## config.mk

```make
export PLATFORM = sky130hd
export DESIGN_NAME = cnt14_updn
export DESIGN_NICKNAME = d
export VERILOG_FILES = /design/src/rtl/cnt14_updn.sv
export SDC_FILE = /design/constraint.sdc
export NUM_CORES = 1
export LEC_CHECK = 0
export CAP_MARGIN = 20
export CELL_PAD_IN_SITES_DETAIL_PLACEMENT = 1
export CELL_PAD_IN_SITES_GLOBAL_PLACEMENT = 1
export CORE_MARGIN = 1
export CORE_UTILIZATION = 31
export CTS_BUF_LIST = sky130_fd_sc_hd__clkbuf_8 sky130_fd_sc_hd__clkbuf_16
export CTS_CLUSTER_DIAMETER = 150
export DETAILED_ROUTE_END_ITERATION = 7
export GPL_ROUTABILITY_DRIVEN = 0
export PLACE_DENSITY_LB_ADDON = 0.1
export RECOVER_POWER = 100
export SYNTH_ARGS = -nofsm -noshare
export SYNTH_HDL_FRONTEND = slang
export SYNTH_SLANG_ARGS = --single-unit
```

## constraint.sdc

```tcl
create_clock -name CK -period 2.12 [get_ports CK]
set_clock_uncertainty 0.1 [all_clocks]
set_input_delay 0.212 -clock CK [delete_from_list [all_inputs] [get_ports CK]]
set_output_delay 0.212 -clock CK [all_outputs]
set_load 0.01 [all_outputs]
```

## src/rtl/cnt14_updn.sv

```systemverilog
// 14-bit up/down counter with parallel load, configurable wrap point,
// combinational carry/borrow-out for cascading and a registered terminal-count pulse.
module cnt14_updn #(
  parameter int unsigned MAXVAL = 16383,
  parameter int unsigned INIT   = 0
) (
  input  logic        CK,
  input  logic        CD,
  input  logic        CI,
  input  logic        LD,
  input  logic        UP,
  input  logic [13:0] D,
  output logic [13:0] Q,
  output logic        CO,
  output logic        TC
);

  localparam logic [13:0] MaxV  = 14'(MAXVAL);
  localparam logic [13:0] InitV = 14'(INIT);

  logic [13:0] q_q, q_d;
  logic        tc_q;
  logic        atMax, atZero;

  // Loaded values above MAXVAL count as "at the wrap point" when counting up.
  assign atMax  = (q_q >= MaxV);
  assign atZero = (q_q == 14'd0);

  assign CO = CI & ~LD & ((UP & atMax) | (~UP & atZero));

  always_comb begin
    q_d = q_q;
    if (LD) begin
      q_d = D;
    end else if (CI) begin
      if (UP) begin
        q_d = atMax ? 14'd0 : q_q + 14'd1;
      end else begin
        q_d = atZero ? MaxV : q_q - 14'd1;
      end
    end
  end

  // TC is simply CO delayed by one edge, so loads never raise it.
  always_ff @(posedge CK or posedge CD) begin
    if (CD) begin
      q_q  <= InitV;
      tc_q <= 1'b0;
    end else begin
      q_q  <= q_d;
      tc_q <= CO;
    end
  end

  assign Q  = q_q;
  assign TC = tc_q;

endmodule

```

==> results.md, run 1 <==
* Result of the run: finished with violations
* Failing checks: negative setup slack
* Met2 Track Usage GR at between 40 and 50%
* Total GRT Usage at 26.2%
* Buffers on Ports at 34
* Met3 Use GR at under 10%
* Synth Instances at 173
* CTS sink count at 15
* Post-synth EDFFs at 0
* Starting Density at 32.6%
* Layout fillers at around 490
* # H-tree levels at 1
* Detailed placement HPWL at 3920 µm
* Crit. End Element: output port
* Total routed wirelength at 5510 µm
* Dominant synthesized flop cell: dfrtp_1
* Die area at between 0.004 and 0.005 mm²
* Worst setup path class: reg -> out
* Largest net degree at the start of global routing at 21
* Vias at 1,625
* RSZ-0062 raised after global routing: true
* Number of antenna diodes at 0
* Clock transition at the registers of the reported paths at approximately 0.070 ns
* Met1 Resource Use GR at 29.3%
* Post-route cell area at 0.00216 mm²
* Die X at 67.3 µm
* Crit path DAT at 1.89 ns
* Syn. warnings at 0
* Worst setup SP type: flip-flop
* DRT Pass-1 Iters at 4
* Congestion Overflow GR at 0
* Period utilization at 104%
* Maximum clock path buffer count at 2
* Slew @ Worst Pin at 0.691 ns
* Max Fclk at between 400 and 500 MHz
* Nets at 270
* Hold Crit Class: in -> async
* Pins Over Slew Limit at 0
* Design Power at ~1.1 mW
* Syn Nets at 194
* Hold buffer count at cts at 0
* Placed inst area at 0.00197 mm²
* Hold WS at between 0.3 and 0.4 ns
* Worst vdd ir at 0.224 mV
* Most frequent cells in the layout: 46 x buf_4, 26 x clkdlybuf4s50_1, 23 x nand2_1, 15 x dfrtp_1, 13 x nor2_1
* CTS tree: done
* I/O pin count at 35
* Share of cells above drive strength 1 at 29.8%
* Place WS at -0.274 ns
* Power density over the cells at approximately 500 mW/mm²
* Site Rows at 23
* Min Tclk post-route at ~2.2 ns
* DR WL/cell at 18.5 µm
* Synthesized area at 0.00132 mm²
* Die H at 67.3 µm
* Seq/Total Area, Yosys at 28.4%
* Root buf cell: clkbuf_8
* Max cap viols at 0
* Placeable Area at 0.00406 mm²
* Hold Fails Final Rpt at 0
* Asr flop ratio synth at 100%
* Vias in the first global route at between 1,500 and 2,000
* Commonest non-fill, non-tap cell in the layout: buf_4
* P&R area growth vs syn at 63.7%
* Unique cell type count in the Yosys netlist at 45
* Initial antenna violation count at 0
* Leakage at 0.914 nW
* FF+latch count, synth at 15
* Finished Core Util at 53.3%
* Via density at about 5.5
* Mapped Avg Cell Area at 7.64 µm²
* Iteration-0 DRC Markers at 127
* DR DRC count at 0
* Max_slew headroom at approximately 54%
* Fin worst setup slack at -0.0800 ns
* Global-route wire length before repair at 8570 µm
* Final setup viols at 2
* Most crowded layer after global routing: met2
* Clock latency on the worst-skew pair at 0.25 ns
* Final ANT Viol Nets at 0
* Worst-path maximum fanout at 3
* Critical Path RT at 1.81 ns
* Clock buffer count from CTS at 3
-- flip-flops by register name (all words and copies together), names as in the netlist --
name / cells
Q: 14
TC: 1
-- cell families (layout without fill, tap and decap cells) --
group,after synthesis,count (layout),synth area share (%)
buf+inv,21,96,7.10
compound gates,39,39,20.2
fa+ha+maj,2,2,1.89
xor+xnor,14,14,9.27
simple gates,81,81,32.3
flops,15,15,28.4
mux,1,1,0.851
-- final cells by class --
cell class	count	area, µm²	area share [%]
Sequential cell	15	375	17.3
Multi-Input combinational cell	137	926	42.8
Timing Repair Buffer	85	729	33.7
Tap cell	50	62.6	2.89
Inverter	7	26.3	1.21
Clock buffer	3	41.3	1.91
Clock inverter	1	3.75	0.173
-- critical path, stage by stage, from the launching register on --
cell and delay, ns:
dfrtp_1 0.42, buf_6 0.14, nor4b_4 0.29, and2_4 0.21, nand2_4 0.05, or2_4 0.25
a21boi_2 0.14, buf_2 0.14
-- layer usage --
layer / vias to the layer above / routed length (µm)
met2: 46 / 2910
met5: - / 0
met1: 796 / 2220
li1: 769 / -
met4: 0 / 170
met3: 14 / 202
-- synthesized netlist by cell type (4+ instances only) --
library cell	n	area [µm²]
a21oi_1	7	35.0
nor3_1	7	35.0
o211ai_1	4	30.0
o21ai_0	7	35.0
inv_1	7	26.3
o31ai_1	4	30.0
nor2_1	13	48.8
nand3_1	8	40.0
nand2b_1	4	25.0
xor2_1	4	35.0
nand4_1	4	25.0
clkbuf_1	9	33.8
xnor2_1	10	87.6
dfrtp_1	15	375
nand2_1	24	90.1
-- path summary, 6_finish.rpt --
kind	slack [ns]	end	cells past startpoint	from
setup / recovery	-0.08	CO	7	Q[2]
hold / removal	0.40	Q[0]	2	CD
setup reg to reg	-0.04	Q[13]	6	Q[2]
hold reg to reg	0.62	Q[8]	3	Q[8]
max in group asynchronous	1.08	Q[11]	2	CD
min in group CK	0.41	Q[12]	3	D[12]
-- metrics by stage --
step	std cells	setup TNS, ns
final	298	-0.116
after floorplan	173	0
after global routing	298	-0.257
after detailed placement	282	-0.426
after CTS	294	-0.0848
after global placement	282	-0.334
-- what timing repair did --
| item | in CTS | in global routing |
|---|---|---|
| endpoints found under the hold margin | 0 | 0 |
| resized for setup | 17 | 9 |
| setup endpoints to repair | 2 | 4 |
| buffers inserted | 8 | 4 |
| pin swaps | 2 | 6 |
-- power breakdown --
part	total [mW]	leakage, nW	switching (mW)	internal [mW]
registers	0.347	0.185	0.0307	0.317
clock network	0.241	0.0269	0.113	0.129
logic	0.518	0.703	0.247	0.271
total	1.11	0.914	0.390	0.716
Note: power is estimated with default switching activity, not from simulation.
==> run 2: changes to the inputs <==
--- a/config.mk
+++ b/config.mk
@@ -16,6 +16,7 @@
 export GPL_ROUTABILITY_DRIVEN = 0
 export PLACE_DENSITY_LB_ADDON = 0.1
 export RECOVER_POWER = 100
+export REMOVE_ABC_BUFFERS = 1
 export SYNTH_ARGS = -nofsm -noshare
 export SYNTH_HDL_FRONTEND = slang
 export SYNTH_SLANG_ARGS = --single-unit
==> run 2 against run 1 <==
Net effect: routed wire length is 2.4% lower; sequential power hardly changed; worst hold slack worse by 0.011 ns; combinational power is 3% lower; sequential share of layout area is 0.35 points higher; die area stayed put; clock power is 2% higher; setup slack better by 0.027 ns; flip-flop and latch count stayed put; the run still ends with negative setup slack left; final cell count is 1.0% lower; first-iteration DRC count is 25% lower.
==> results.md, run 2 (synthesis results as in run 1) <==
* # H-tree levels at 1
* Fin worst setup slack at -0.0526 ns
* Root buf cell: clkbuf_8
* Origin of the worst setup path: Q[0]
* Pins Over Slew Limit at 0
* Placed cell count at 286
* Hold Crit Class: in -> async
* Cell Chain, Critical Path: inv_2 > ha_4 > nor4b_4 > and2_4 > nand2_2 > or2_4 > a21boi_2 > buf_2
* Flop pwr share at 31.6%
* Cell internal pwr at 711 µW
* CP max-delay cell: dfrtp_1
* Final ANT Viol Nets at 0
* CTS tree: done
* Post-Route Setup TNS at -0.0760 ns
* Metal2 WL at ~2900 µm
* Crit path capture: CO
* Post-route cell area at 0.00214 mm²
* Failing checks: negative setup slack
* Share of cells above drive strength 1 at 31.0%
* Starting Density at 32.6%
* Place WS at -0.440 ns
* Result of the run: finished with violations
* DR DRC count at 0
* Global-route wire length before repair at 8560 µm
* Finished Core Util at 52.6%
* RSZ-0062 raised after global routing: true
* CTS sink count at 15
* Nets at 267
* Crit path DAT at 1.86 ns
* Finished Layout Cells at approximately 300
* Layout fillers at 495
* Vias in the first global route at 1,680
* Worst-path maximum fanout at 2
* Top Layer Used: met4
* Maximum clock path buffer count at 2
* Critical Path RT at 1.81 ns
* Met3 Wirelength at ~280 µm
* Die X at 67.3 µm
* Worst setup SP type: flip-flop
* Clock buffer count from CTS at 3
* P&R area growth vs syn at 61.5%
* Final setup viols at 2
* Buffers on Ports at 34
* Crit-path max cell delay at 0.40 ns
* DRT Pass-1 Iters at 6
* FF-to-FF path depth at 6
* Slew @ Worst Pin at 0.651 ns
* Via density at 5.47
* Commonest non-fill, non-tap cell in the layout: buf_4
* Most frequent cells in the layout: 44 x buf_4, 22 x clkdlybuf4s50_1, 21 x nand2_1, 13 x dfrtp_1, 13 x nor2_1
* Worst setup path class: reg -> out
* Leakage at 0.887 nW
* Worst R2R Start: Q[2]
* Vias at between 1,500 and 2,000
* Crit. End Element: output port
* Clk pwr share at 22.6%
* Number of antenna diodes at 0
* Placeable Area at 0.00406 mm²
* Design Power at 1.10 mW
* DR WL/cell at 18.2 µm
* Power density over the cells at 514 mW/mm²
* Iteration-0 DRC Markers at 95
* Hold buffer count at cts at 0
* Net Sw Frac at 35.2%
* Part of the power in combinational logic at 45.8%
* Congestion Overflow GR at 0
* Met1 wire length at between 2000 and 2500 µm
* R2R setup slack at -0.02 ns
* Hold Fails Final Rpt at 0
* Hold WS at roughly 0.39 ns
* Placed inst area at 0.00198 mm²
* Initial antenna violation count at 0
* Die H at 67.3 µm
* Total GRT Usage at 26.1%
* Max FFs per register at 14
* Clock latency on the worst-skew pair at 0.25 ns
* Net Sw Power at 386 µW
* Total routed wirelength at 5370 µm
* Period utilization at 102%
* Largest net degree at the start of global routing at 30
* Worst vdd ir at about 0.34 mV
* Max_slew headroom at a little under three fifths
* Die area at roughly 0.0045 mm²
* Detailed placement HPWL at 4050 µm
* Min Tclk post-route at 2.17 ns
* Worst reg2reg path endpoint: Q[13]
* Max cap viols at 0
* Site Rows at 23
* Max Fclk at 460 MHz
* Clock transition at the registers of the reported paths at 0.07 ns
* I/O pin count at 35
## run 2: worst min-delay path by stage
stage / start / to / slack [ns] / cells after the start
global route: CD / TC / 0.45 / 2
finish: CD / TC / 0.39 / 2
floorplan: CD / Q[0] / 0.01 / 1
global placement: CD / TC / 0.51 / 2
CTS: CD / TC / 0.26 / 2
detailed placement: CD / TC / 0.53 / 2
## run 2: area by class of cell
type / instances / area [µm²] / share of cell area (%)
Clock buffer: 3 / 41.3 / 1.93
Timing Repair Buffer: 82 / 711 / 33.3
Sequential cell: 15 / 378 / 17.7
Inverter: 7 / 26.3 / 1.23
Multi-Input combinational cell: 137 / 912 / 42.7
Tap cell: 50 / 62.6 / 2.93
Clock inverter: 1 / 5.00 / 0.234
## run 2: critical path, delay by kind of cell, from the launching register on
kind,cells,cell delay (ns)
flops,1,0.40
fa+ha+maj,1,0.13
compound gates,1,0.13
simple gates,4,0.71
buf+inv,2,0.23
## run 2: per-layer routing
layer / vias up / global-route usage (%)
li1: 759 / -
met1: 794 / 30.9
met3: 10 / 4.22
met4: 0 / 7.98
met2: 50 / 47.6
met5: - / 0
## run 2: repair_timing
item                       CTS  global route
pin swaps                    8             3
setup endpoints to repair    3             6
buffers inserted             4             1
gates resized for setup     25             2
hold endpoints to repair     0             0
## run 2: power groups by stage
stage | Clock [mW] | Sequential (mW) | Combinational [mW]
2_1_floorplan | 0 | 0.395 | 0.146
3_3_place_gp | 0 | 0.346 | 0.452
3_5_place_dp | 0 | 0.350 | 0.464
4_1_cts | 0.251 | 0.345 | 0.506
5_1_grt | 0.265 | 0.351 | 0.544
6_report | 0.247 | 0.347 | 0.503
==> run 3: changes to the inputs <==
--- a/config.mk
+++ b/config.mk
@@ -8,7 +8,7 @@
 export CAP_MARGIN = 20
 export CELL_PAD_IN_SITES_DETAIL_PLACEMENT = 1
 export CELL_PAD_IN_SITES_GLOBAL_PLACEMENT = 1
-export CORE_MARGIN = 1
+export CORE_MARGIN = 4
 export CORE_UTILIZATION = 31
 export CTS_BUF_LIST = sky130_fd_sc_hd__clkbuf_8 sky130_fd_sc_hd__clkbuf_16
 export CTS_CLUSTER_DIAMETER = 150
==> run 3 against run 2 <==
Net effect: largest power group unchanged; worst hold slack lost 0.022 ns; core utilization rose by 3.7 points; total power up 5.6%; global-route usage shrank 4.7 points; first-iteration DRC count increased by 21%; critical endpoint unchanged; the run still ends with negative setup slack left; final cell count is 4.4% higher.
==> results.md, run 3 (synthesis results as in run 1) <==
* Part of the power in combinational logic at between 40% and 50%
* Site Rows at 23
* Number of antenna diodes at 0
* Placeable Area at 0.00406 mm²
* Vias at 1,634
* Slew @ Worst Pin at between 0.6 and 0.7 ns
* Failing checks: negative setup slack
* Hold buffer count at cts at 0
* Cell Chain, Critical Path: inv_2 > ha_4 > nor4b_4 > and2_4 > nand2_4 > or2_4 > a21boi_2 > buf_2
* Final ANT Viol Nets at 0
* Iteration-0 DRC Markers at 115
* Layout fillers at around 480
* Hold Fails Final Rpt at 0
* Crit path max-delay family: simple AND/OR/NAND/NOR gates
* Commonest non-fill, non-tap cell in the layout: buf_4
* Nets at 280
* Initial antenna violation count at 0
* Max Fclk at 444 MHz
* Worst setup SP type: flip-flop
* Worst vdd ir at 0.360 mV
* Multi-input gate area at 948 µm²
* Die X at roughly 73 µm
* Net Sw Frac at between 30% and 40%
* Net Sw Power at 407 µW
* RSZ-0062 raised after global routing: true
* Crit path DAT at 1.94 ns
* Clock transition at the registers of the reported paths at roughly 0.07 ns
* CTS sink count at 15
* Detailed placement HPWL at 3890 µm
* Die area at 0.00538 mm²
* Finished Core Util at 56.3%
* Root buf cell: clkbuf_8
* Crit. End Element: output port
* Worst-path maximum fanout at 2
* Register Area at roughly 380 µm²
* Clock latency on the worst-skew pair at 0.26 ns
* Post-Route Setup TNS at -0.166 ns
* Total GRT Usage at a little over a fifth
* Pins Over Slew Limit at 0
* Place WS at -0.459 ns
* Period utilization at 106%
* Min Tclk post-route at 2.25 ns
* Hold Crit Class: in -> async
* Largest net degree at the start of global routing at 30
* DRT Pass-1 Iters at 4
* Result of the run: finished with violations
* Share of cells above drive strength 1 at 35.3%
* CTS tree: done
* Power density over the cells at 507 mW/mm²
* Placed cell count at 287
* Most frequent cells in the layout: 51 x buf_4, 27 x clkdlybuf4s50_1, 22 x nand2_1, 13 x nor2_1, 12 x dfrtp_1
* Global-route wire length before repair at 8760 µm
* Max FFs per register at 14
* Starting Density at about 33%
* # H-tree levels at 1
* Final setup viols at 2
* Congestion Overflow GR at 0
* CP max-delay cell: dfrtp_1
* Total routed wirelength at approximately 5800 µm
* Flop pwr share at slightly above 30%
* Max cap viols at 0
* Vias in the first global route at 1,761
* Finished Layout Cells at 308
* Fin worst setup slack at -0.131 ns
* Max_slew headroom at approximately 58%
* CP Buf/Inv Count at 2
* Clock buffer count from CTS at 3
* Maximum clock path buffer count at 2
* DR DRC count at 0
* P&R area growth vs syn at 72.8%
* Buffers on Ports at 34
* Leakage at about 0.97 nW
* DR WL/cell at between 15 and 20 µm
* Critical Path RT at 1.81 ns
* Cell internal pwr at approximately 750 µW
* I/O pin count at 35
* Clk pwr share at a little over a fifth
* Via density at 5.31
* Crit-path max cell delay at 0.41 ns
* Die H at roughly 73 µm
* Worst setup path class: reg -> out
[run 3: cell count changes in the layout (fill, tap and decap cells not counted), sizes merged]
cell	delta
buf	+12
clkbuf	+1
clkdlybuf4s50	+5
clkinv	-1
dlygate4sd3	-5
inv	+1
[run 3: routing by layer]
layer,track usage (%),share of wire [%]
met1,26.5,42
met5,0,0
met4,7.85,0.91
met2,38.2,53
met3,2.33,3.6
[run 3: layout make-up]
cell class / instances / area share, %
Clock buffer: 3 / 1.81
Clock inverter: 1 / 0.164
Inverter: 7 / 1.15
Multi-Input combinational cell: 137 / 41.5
Sequential cell: 15 / 16.6
Tap cell: 50 / 2.74
Timing Repair Buffer: 95 / 36.0
[run 3: worst reg2reg max path: stages, from the launching register on]
cell and delay [ns]:
dfrtp_2 0.43, buf_6 0.13, or3_4 0.37, or3_4 0.34, or4_4 0.42, a21oi_2 0.17, o22ai_2 0.08
[run 3: what timing repair did]
action | 4_1_cts | 5_1_grt
buffers inserted | 10 | 9
resized for setup | 22 | 17
endpoints found under the setup margin | 2 | 8
gates cloned | 0 | 0
pin swaps | 8 | 10
[run 3: worst paths after layout]
check	from	endpoint	slack (ns)	cells past startpoint
worst max-delay path	Q[0]	CO	-0.13	8
worst min-delay path	CD	Q[0]	0.37	2
worst max register to register	Q[2]	Q[13]	-0.04	6
worst min register to register	Q[8]	Q[8]	0.61	3
max in group asynchronous	CD	Q[2]	1.11	2
min in group CK	D[2]	Q[2]	0.41	3
[run 3: stage by stage]
| stage | cell area, µm² | power, mW | hold slack (ns) |
|---|---|---|---|
| after floorplan | 1250 | 0.541 | 0.0135 |
| after global placement | 1990 | 0.804 | 0.515 |
| after detailed placement | 1990 | 0.821 | 0.529 |
| after CTS | 2160 | 1.11 | 0.251 |
| after global routing | 2280 | 1.21 | 0.420 |
| final | 2280 | 1.16 | 0.367 |
[run 3: power by group through the flow]
| stage | Sequential (mW) | Clock [mW] | Combinational, mW |
|---|---|---|---|
| 2_1_floorplan | 0.395 | 0 | 0.146 |
| 3_3_place_gp | 0.346 | 0 | 0.458 |
| 3_5_place_dp | 0.349 | 0 | 0.472 |
| 4_1_cts | 0.346 | 0.245 | 0.518 |
| 5_1_grt | 0.355 | 0.252 | 0.606 |
| 6_report | 0.351 | 0.241 | 0.566 |
